<file path="src/rtl/seg_scan_ctrl.sv">
// seg_scan_ctrl -- four-digit multiplexed hex display scanner.
//
// Each digit gets a slot of DIGIT_CYCLES clocks. The first GAP_CYCLES clocks of
// a slot are dead time with all anodes off (GAP). The rest of the slot drives
// the selected anode low (ON). A new value is loaded into a pending register
// and only becomes visible at a frame boundary, so a frame never mixes digits
// from two different values. While enable is low the display is blank and any
// pending value is committed at once.
//
// Optional feature: define SEG_LEADING_ZERO_BLANK_EN to blank leading zero digits.
// Digit 0 is never blanked.
module seg_scan_ctrl #(
  parameter int DIGIT_CYCLES = 100000,
  parameter int GAP_CYCLES   = 1000
) (
  input  logic        clk,
  input  logic        rst,
  input  logic [15:0] value_in,
  input  logic        value_load,
  input  logic        enable,
  output logic [3:0]  hex_out,
  output logic [3:0]  an,
  output logic        value_pending,
  output logic        frame_done
);

  localparam int CNT_W = (DIGIT_CYCLES > 1) ? $clog2(DIGIT_CYCLES) : 1;
  localparam logic [CNT_W-1:0] CNT_LAST = CNT_W'(DIGIT_CYCLES - 1);
  localparam logic [CNT_W-1:0] GAP_LAST = CNT_W'(GAP_CYCLES - 1);

  localparam logic [0:0] ST_GAP = 1'b0;
  localparam logic [0:0] ST_ON  = 1'b1;

  logic [CNT_W-1:0] cnt;
  logic [1:0]       idx;
  logic [0:0]       state;
  logic [15:0]      disp_val;
  logic [15:0]      pending;

  logic             slot_end;
  logic             frame_wrap;
  logic             commit;
  logic [1:0]       idx_next;
  logic [15:0]      disp_next;
  logic [3:0]       hex_next;
  logic [3:0]       an_on;
  logic             digit_blank;

  // Next-slot decisions: slot/frame boundaries, value commit, next digit nibble.
  always_comb begin
    // NOTE: every signal is assigned on every path through this block, so no latch is inferred.
    slot_end   = enable && (cnt == CNT_LAST);
    frame_wrap = slot_end && (idx == 2'd3);
    commit     = value_pending && (!enable || frame_wrap);
    disp_next  = commit ? pending : disp_val;

    if (!enable) begin
      idx_next = 2'd0;
    end else if (slot_end) begin
      idx_next = idx + 2'd1;
    end else begin
      idx_next = idx;
    end

    hex_next = disp_next[{idx_next, 2'b00} +: 4];
    an_on    = ~(4'b0001 << idx);

`ifdef SEG_LEADING_ZERO_BLANK_EN
    // A digit is dark when it and every digit above it are zero.
    digit_blank = (idx != 2'd0) && ((disp_val >> {idx, 2'b00}) == 16'h0000);
`else
    digit_blank = 1'b0;
`endif
  end

  // Value path: pending capture (last load wins) and commit into the display value.
  always_ff @(posedge clk) begin
    // NOTE: sequential state uses non-blocking assignments so every register samples pre-edge values.
    if (rst) begin
      disp_val      <= 16'h0000;
      pending       <= 16'h0000;
      value_pending <= 1'b0;
    end else begin
      disp_val <= disp_next;
      if (value_load) begin
        // A load on the commit cycle keeps the flag set for the new value.
        pending       <= value_in;
        value_pending <= 1'b1;
      end else if (commit) begin
        value_pending <= 1'b0;
      end
    end
  end

  // Scan timing: slot counter, digit index, GAP/ON state and registered outputs.
  always_ff @(posedge clk) begin
    if (rst) begin
      cnt        <= '0;
      idx        <= 2'd0;
      state      <= ST_GAP;
      an         <= 4'b1111;
      hex_out    <= 4'h0;
      frame_done <= 1'b0;
    end else if (!enable) begin
      // Park at the start of digit 0 so re-enabling begins a full frame.
      cnt        <= '0;
      idx        <= idx_next;
      state      <= ST_GAP;
      an         <= 4'b1111;
      hex_out    <= hex_next;
      frame_done <= 1'b0;
    end else if (slot_end) begin
      cnt        <= '0;
      idx        <= idx_next;
      state      <= ST_GAP;
      an         <= 4'b1111;
      hex_out    <= hex_next;
      frame_done <= frame_wrap;
    end else begin
      cnt        <= cnt + CNT_W'(1);
      frame_done <= 1'b0;
      if ((state == ST_GAP) && (cnt == GAP_LAST)) begin
        state <= ST_ON;
        an    <= digit_blank ? 4'b1111 : an_on;
      end
    end
  end

endmodule
</file>
<file path="config.mk">
export PLATFORM = sky130hd
export DESIGN_NAME = seg_scan_ctrl
export DESIGN_NICKNAME = d
export VERILOG_FILES = /design/src/rtl/seg_scan_ctrl.sv
export SDC_FILE = /design/constraint.sdc
export NUM_CORES = 1
export LEC_CHECK = 0
export ABC_CLOCK_PERIOD_IN_PS = 3200
export BUFFER_PORTS_ARGS = -buffer_cell sky130_fd_sc_hd__clkbuf_2
export CORE_UTILIZATION = 35
export DETAILED_ROUTE_END_ITERATION = 16
export PLACE_DENSITY = 0.54
export SYNTH_ARGS = -nofsm -noshare
export SYNTH_HDL_FRONTEND = slang
export SYNTH_SLANG_ARGS = --single-unit
export TNS_END_PERCENT = 20
</file>
<file path="constraint.sdc">
create_clock -name clk -period 3.2 [get_ports clk]
set_input_delay 0.16 -clock clk [delete_from_list [all_inputs] [get_ports clk]]
set_output_delay 0.16 -clock clk [all_outputs]
set_load 0.02 [all_outputs]
</file>
**Word-level counts from Yosys, hierarchy flattened**

Cells that the tools add are included.

- Add/sub/neg operators: 2
- Eq/ne operators: 4
- Shift operators: 2
- Multiplexer cells: 9
- Bitwise gates (word level): 4
- Reductions and logical operators: 9

Operators with widths:

| cell | count |
|---|---|
| $add A17 B1 Y17 const B | 1 |
| $eq A17 B10 Y1 const B | 1 |
| $eq A17 B17 Y1 const B | 1 |
| $mux W16 | 1 |
| $shiftx A16 B5 Y4 | 1 |
| $mux W2 | 4 |
| $mux W4 | 2 |
| $reduce_or A3 Y1 | 2 |
| $logic_and A1 B1 Y1 | 4 |
| $not A4 Y4 | 1 |
| $shl A1 B2 Y4 const A | 1 |
| $not A1 Y1 | 3 |
| $add A2 B1 Y2 const B | 1 |
| $eq A2 B2 Y1 const B | 1 |
| $mux W1 | 2 |
| $ne A2 B1 Y1 const B | 1 |
| $reduce_bool A2 Y1 | 1 |
| $logic_not A1 Y1 | 1 |
| $logic_or A1 B1 Y1 | 1 |

- Bits in registers: 62
- Bits of input ports: 20
- Output and inout port bits: 10
- Word-level logic and storage cells: 39

**Depth between registers and ports, before layout**

Gate-level depths: netlist of run 1.

- Depth in word-level cells: 9
- Depth in mapped cells: 9
- Depth with buffers taken out: 7

**Worst setup path before layout of run 1**

No wires, ideal clock.

- Path kind: register -> register
- Start point: register cnt[13]
- End point: register hex_out[0]
- Library setup time: 0.128 ns
- Arrival time: 2.099 ns
- Required time: 3.072 ns
- Slack: 0.974 ns
- Stages on the path, launching flop included: 9
- Path buffers: 2
- Clock period less this slack: 2.226 ns
- Path through: dfxtp_1 or4_4 or4_4 buf_6 o21ai_4 buf_6 a21boi_2 o31ai_1 o211ai_1

- Longest elaborated chain between the ends: 9
- Elaborated cells between the ends (all ways): 12
- Those cells by class: eq/ne: 2; shift: 1; mux: 5; reduce/logical: 4

RTL lines:

| item | RTL line | text |
|---|---|---|
| start, declared | 34 | `logic [CNT_W-1:0] cnt;` |
| start signal, assigned | 120 | `cnt <= cnt + CNT_W'(1);` |
| $eq A17 B17 Y1 (*) | 52 | `slot_end = enable && (cnt == CNT_LAST);` |
| $logic_and A1 B1 Y1 (*) | 52 |  |
| $logic_and A1 B1 Y1 | 53 | `frame_wrap = slot_end && (idx == 2'd3);` |
| $logic_or A1 B1 Y1 | 54 | `commit = value_pending && (!enable \|\| frame_wrap);` |
| $logic_and A1 B1 Y1 | 54 |  |
| $mux W16 | 55 | `disp_next = commit ? pending : disp_val;` |
| $shiftx A16 B5 Y4 | 65 | `hex_next = disp_next[{idx_next, 2'b00} +: 4];` |
| $mux W4 | 112 | `end else if (slot_end) begin` |
| $mux W4 | 104 | `end else if (!enable) begin` |
| end signal, assigned | 110 | `hex_out <= hex_next;` |
| end signal, assigned | 117 | `hex_out <= hex_next;` |
| end, declared | 21 | `output logic [3:0] hex_out,` |

Mark *: on every way between the ends. The rest lies on a longest branch, timed or not. The select of a mux whose other input is x is not followed.
A chain may end at the register's enable or synchronous reset.

**Worst setup path in the final report of run 1**

- Start point: register cnt[0]
- End point: register hex_out[3]

The elaborated chain is that of the path after synthesis.

==> results of run 1 <==
-- worst reg2reg max path: stages (launching register included) --
cell,delay (ps)
dfxtp_1,370
ha_1,240
nand4_1,210
nor4_2,480
a21o_1,350
mux2_2,370
o211ai_1,170
nand3_1,90
-- sequential cells by signal, indices dropped and copies added (netlist names) --
register / cells
frame_done: 1
cnt: 17
an: 4
pending: 16
disp_val: 16
idx: 2
state: 1
value_pending: 1
hex_out: 4
-- placed cells by master, fill, tap and decap left out, types with 5 or more instances in the layout --
cell type and instances:
a21oi_1 16, and3_1 15, buf_4 5, clkbuf_2 29
clkbuf_8 12, dfxtp_1 62, ha_1 5, inv_1 8
mux2i_1 21, nand2_1 42, nand3_1 5, nor2_1 49
o21ai_0 11, xnor2_1 8, xor2_1 7
-- power breakdown --
part / internal [uW] / switching, uW / leakage [uW]
logic: 38.3 / 57.7 / 0.000711
registers: 791 / 13.8 / 0.000504
clock network: 502 / 299 / 0.000120
-- layout make-up --
| class | count | area, sq um |
|---|---|---|
| Sequential cell | 62 | 1240 |
| Clock buffer | 13 | 169 |
| Timing Repair Buffer | 34 | 183 |
| Clock inverter | 3 | 65.1 |
| Multi-Input combinational cell | 237 | 1480 |
| Fill cell | 803 | 4480 |
| Tap cell | 102 | 128 |
| Inverter | 8 | 30.0 |
-- routing by layer --
| layer | wire length, um | global-route usage | part of all wire |
|---|---|---|---|
| met5 | 0 | 0 | 0 |
| met4 | 63 | 0.0547 | 0.010 |
| met3 | 201 | 0.0522 | 0.033 |
| met2 | 2710 | 0.264 | 0.44 |
| met1 | 3200 | 0.217 | 0.52 |
-- worst max-delay path by stage --
stage	from	end	slack, ps	cells past startpoint
2_1_floorplan	cnt[13]$_SDFF_PP0_	hex_out[0]$_SDFFE_PP0P_	970	8
3_3_place_gp	cnt[13]$_SDFF_PP0_	hex_out[2]$_SDFFE_PP0P_	870	6
3_5_place_dp	cnt[0]$_SDFF_PP0_	hex_out[3]$_SDFFE_PP0P_	800	7
4_1_cts	cnt[0]$_SDFF_PP0_	hex_out[3]$_SDFFE_PP0P_	780	7
5_1_grt	cnt[0]$_SDFF_PP0_	hex_out[3]$_SDFFE_PP0P_	500	7
6_report	cnt[0]$_SDFF_PP0_	hex_out[3]$_SDFFE_PP0P_	790	7
-- through the flow --
stage,instance area (sq um),std cells
after floorplan,2830,322
after global placement,3060,443
after detailed placement,3060,443
after CTS,3290,459
after global routing,3290,459
final,3290,459
-- cells by family after synthesis --
kind of cell / Yosys count / synth area share
buffers and inverters: 23 / 0.0398
AOI/OAI and AO/OA: 58 / 0.138
and+or+nand+nor: 135 / 0.228
xor gates and xnor gates: 15 / 0.0464
adders and majority gates: 5 / 0.0221
muxes: 24 / 0.0862
DFF: 62 / 0.439
==> metrics.cfg, run 1 <==
[run_status]
run_status = finished, final reports clean

[worst_setup_path]
critPathKind = reg2reg
timing.rr.end = hex_out[3]$_SDFFE_PP0P_
cpPeakStageDelay_ps = 480
r2r_cells = 7
start_kind = flop
crit_slowest_cell = nor4_2
crit_fanout = 9
r2r_slack_ps = 790
worstSetupEndpointType = flop
crit_family = simple AND/OR/NAND/NOR gates
worst-endpoint-required_ps = 3420
critPathArrivalTime_ps = 2630
cp_cell_sequence = ha_1, nand4_1, nor4_2, a21o_1, mux2_2, o211ai_1, nand3_1
r2r-start = cnt[0]$_SDFF_PP0_
worstPathBufferInverterCount = 0

[clocking]
cts_buffer_depth = 2
cts_setup_buffers = 0
cts.sinks = 62
clk_pin_slew_ps = 70
cts.repair.resized = 0
cts_made_buffers = 9
cts_tree = done
root_buffer = clkbuf_8
h-tree-depth = 3
cts_hold_buf = 0
clk-insertion-delay-late_ps = 340

[synthesis]
syn_inst = 322
synth_top_cell_by_area = dfxtp_1
synthFlopType = dfxtp_1
post-synth-top-count-cell = dfxtp_1
syn_area_sq_mm = 0.00283
synth_common_cells = dfxtp_1 (62), nor2_1 (49), nand2_1 (42), mux2i_1 (21), a21oi_1 (16)
ys_seq_area_frac = 0.439
syn_nets = 347
synth.avg_cell_area_sq_um = 8.79
async_flop_share = 0
synth.area.top_cells = dfxtp_1 (44%), mux2i_1 (7.4%), nor2_1 (6.5%), nand2_1 (5.6%), and3_1 (3.3%)
yosysUniqueCellTypes = 51
ys_seq_elements = 62
yosysTopAreaCellShare = 0.439
synth_edf_count = 0
yosysWarnings = 0

[floorplan]
coreArea_sq_mm = 0.00777
die_x_um = 91.9
num_io_pins = 30
fp.dieArea_sq_mm = 0.00845
start_util = 0.364
rows = 32
die_h_um = 91.9

[global_routing]
grt_max_degree = 39
grt_usage = 0.167
overflow = 0
grt_pass1_wl_um = 11000
antenna_found_initial = 0
grt_pass1_vias = 2277

[timing]
fin_worst_hold_slack_ps = 51.4
min_period_over_period = 0.754
timing.final.max_slew_violations = 0
tns_ps = 0
rsz0062_at_grt = no
worst_slack_ps = 789
clock_skew_ps = 7.16
setup_violations = 0
fmax_mhz = 415
worstMarginPinSlew_ps = 751
slew_headroom = 0.495
finalCriticalPeriod_ps = 2410
hold_violations = 0

[hold_path]
holdPathStages = 3
whs_endpoint = pending[1]$_SDFFE_PP0P_
hp-class = in2reg
min_from = value_in[1]

[layout]
fin_nets = 377
syn_to_final_growth_pct = 16.3
n_antenna_cell = 0
drive_above_1_share = 0.171
fin_util = 0.424

[route]
drt-initial-drc-count = 93
wire_per_inst_um = 13.5
wirelength_um = 6180
remaining_drc_errors = 0
vias_per_cell = 4.87
ant_nets = 0
vias = 2237
firstDrtPassIters = 4

[power_and_ir_drop]
p_leak_uw = 0.00133
ir_drop_mv = 0.397
power.density_mw_per_mm2 = 517
power_uw = 1700

[job]
cap_violations = 0

[place]
dp_slack_ps = 801
port_buffers = 29
dp_hpwl_um = 4240
gp_congestion = 0.765

Note: power is estimated with default switching activity, not from simulation.
==> inputs of run 2 (changes only) <==
--- a/config.mk
+++ b/config.mk
@@ -5,7 +5,7 @@
 export SDC_FILE = /design/constraint.sdc
 export NUM_CORES = 1
 export LEC_CHECK = 0
-export ABC_CLOCK_PERIOD_IN_PS = 3200
+export ABC_CLOCK_PERIOD_IN_PS = 2250
 export BUFFER_PORTS_ARGS = -buffer_cell sky130_fd_sc_hd__clkbuf_2
 export CORE_UTILIZATION = 35
 export DETAILED_ROUTE_END_ITERATION = 16
==> constraint.sdc (replaced) <==
create_clock -name clk -period 2.25 [get_ports clk]
set_input_delay 0.1125 -clock clk [delete_from_list [all_inputs] [get_ports clk]]
set_output_delay 0.1125 -clock clk [all_outputs]
set_load 0.02 [all_outputs]
==> metrics.cfg, run 2 (same netlist as run 1, synthesis figures left out) <==
[run_status]
run_status = complete, but fails checks
violations = negative setup slack

[worst_setup_path]
crit_top_cell = buf_4
r2r_cells = 9  ; +2
r2r-start = cnt[1]$_SDFF_PP0_
worstSetupEndpointType = flop
cp_cell_sequence = ha_1, nand4_1, buf_4, o41a_1, a21o_1, buf_4, a211o_1, o311ai_2, o211ai_1
cpPeakStageDelay_ps = 420  ; -60 ps
r2r_slack_ps = -20  ; -810 ps
critPathArrivalTime_ps = 2490  ; -140 ps
crit_fanout = 7  ; -2
worst-endpoint-required_ps = 2470  ; -950 ps
critPathKind = reg2reg
timing.rr.end = hex_out[2]$_SDFFE_PP0P_
crit_slowest_cell = o41a_1
start_kind = flop

[layout]
n_antenna_cell = 0  ; unchanged
seq_area_sq_mm = 0.00124  ; unchanged
largest_register_ffs = 17  ; unchanged
drive_above_1_share = 0.216  ; +0.0453
syn_to_final_growth_pct = 24.7
design_area_sq_mm = 0.00353  ; +7.2%
nFillCells = 799  ; -0.50%
largest_register = cnt
fin_nets = 404  ; +7.2%
layout_commonest_cell = dfxtp_1
final_cell_count_no_fill = 486  ; +5.9%
top_regs = cnt: 17 flops, disp_val: 16 flops, pending: 16 flops
multiInputGateArea_sq_mm = 0.00150  ; +1.7%
final_cell_mix = dfxtp_1 (62), nor2_1 (49), nand2_1 (42), clkbuf_2 (29), buf_4 (23)

[timing]
tns_ps = -58.9  ; -58.9 ps
setup_violations = 5  ; +5
worstMarginPinSlew_ps = 714  ; -36.9 ps
rsz0062_at_grt = yes
min_period_over_period = 1.01  ; +0.257
worst_slack_ps = -23.8  ; -812 ps
clock_skew_ps = 11.0  ; +3.82 ps
fmax_mhz = 440  ; +6.1%
hold_violations = 0  ; unchanged
slew_headroom = 0.520  ; +0.0248
timing.final.max_slew_violations = 0  ; unchanged
finalCriticalPeriod_ps = 2270  ; -138 ps

[job]
cap_violations = 0  ; unchanged

[place]
post-place-cells = 462  ; +4.3%
port_buffers = 29  ; unchanged
dp_hpwl_um = 4460  ; +5.2%
place_area_sq_mm = 0.00322  ; +5.5%
gp_congestion = 0.753  ; -1.6%
dp_slack_ps = -0.334  ; -801 ps

[route]
ant_nets = 0  ; unchanged
wire_per_inst_um = 13.1  ; -2.6%
vias = 2405  ; +7.5%
remaining_drc_errors = 0  ; unchanged
wirelength_um = 6370  ; +3.2%
firstDrtPassIters = 4  ; unchanged
vias_per_cell = 4.95  ; +1.5%
drt-initial-drc-count = 110  ; +18%

[hold_path]
hp-class = in2reg
holdPathStages = 3  ; unchanged
whs_endpoint = pending[3]$_SDFFE_PP0P_
min_from = value_in[3]

[global_routing]
grt_pass1_vias = 2343  ; +2.9%
grt_usage = 0.167  ; -0.000440
antenna_found_initial = 0  ; unchanged
overflow = 0  ; unchanged
grt_pass1_wl_um = 11200  ; +1.0%
grt_max_degree = 38  ; -2.6%

[floorplan]
coreArea_sq_mm = 0.00777  ; unchanged
num_io_pins = 30  ; unchanged
rows = 32  ; unchanged
fp.dieArea_sq_mm = 0.00845  ; unchanged
die_h_um = 91.9  ; unchanged
die_x_um = 91.9  ; unchanged
start_util = 0.364  ; unchanged

[clocking]
h-tree-depth = 3  ; unchanged
clk_pin_slew_ps = 70  ; about the same
cts_tree = done
cts_buffer_depth = 2  ; unchanged
cts_made_buffers = 9  ; unchanged
root_buffer = clkbuf_8
cts.sinks = 62  ; unchanged
clk-insertion-delay-late_ps = 340  ; about the same

[power_and_ir_drop]
p_int_uw = 1770  ; +33%
power.switching_uw = 530  ; +43%
clockPowerShare = 0.432  ; -0.039
power_frac_seq = 0.498  ; +0.025
switching_share = 0.231  ; +0.0128
p_leak_uw = 0.00146  ; +9.3%
power.density_mw_per_mm2 = 652  ; +26%
ir_drop_mv = 0.350  ; -12%
power_uw = 2300  ; +35%
combPwrFrac = 0.070  ; +0.014

-- run 2: worst max-delay path: cells and delay by family, from the launching register on --
kind                       cells  cell delay, ps
adders and majority gates      1             190
and+or+nand+nor                1             130
buffers and inverters          2             370
DFF                            1             370
AOI/OAI and AO/OA              5            1110
-- run 2: worst max-delay path by stage --
stage                  startpoint                       to  slack [ps]  depth (start not counted)
3_5_place_dp   cnt[13]$_SDFF_PP0_  hex_out[2]$_SDFFE_PP0P_        -0.3                          6
4_1_cts        cnt[13]$_SDFF_PP0_  hex_out[2]$_SDFFE_PP0P_         -20                          6
5_1_grt        cnt[13]$_SDFF_PP0_  hex_out[2]$_SDFFE_PP0P_        -150                          8
6_report        cnt[1]$_SDFF_PP0_  hex_out[2]$_SDFFE_PP0P_         -20                          9
3_3_place_gp   cnt[13]$_SDFF_PP0_  hex_out[1]$_SDFFE_PP0P_          30                          7
2_1_floorplan  cnt[13]$_SDFF_PP0_  hex_out[0]$_SDFFE_PP0P_          20                          8
-- run 2: final cells by class --
cell class / count / area share
inverter: 8 / 0.00851
clock inverter: 3 / 0.0121
clock buffer: 13 / 0.0450
tap: 102 / 0.0362
sequential: 62 / 0.352
timing repair buffer: 61 / 0.121
multi-input combinational: 237 / 0.425
-- run 2: stage by stage --
| stage | utilization | hold slack (ps) |
|---|---|---|
| global placement | 0.415 | 347 |
| global route | 0.454 | 21.6 |
| finish | 0.454 | 15.3 |
| floorplan | - | 259 |
| CTS | 0.450 | 0.413 |
| detailed placement | 0.415 | 356 |
-- run 2: power by group through the flow --
stage | Sequential (uW) | Clock [uW] | Combinational (uW)
after floorplan | 1170 | 0 | 92.4
after global placement | 1170 | 0 | 148
after detailed placement | 1170 | 0 | 150
after CTS | 1140 | 1020 | 160
after global routing | 1150 | 1080 | 180
final | 1150 | 994 | 162
-- run 2: repair_timing --
item	CTS	global route
hold buffers	7	0
endpoints found under the hold margin	7	0
gates resized for setup	0	7
pin swaps	0	1
endpoints found under the setup margin	2	17
setup buffers	0	1
-- run 2: routing by layer --
| layer | track usage | part of all wire |
|---|---|---|
| met4 | 0.0703 | 0.0089 |
| met1 | 0.224 | 0.53 |
| met2 | 0.252 | 0.43 |
| met5 | 0 | 0 |
| met3 | 0.0439 | 0.032 |
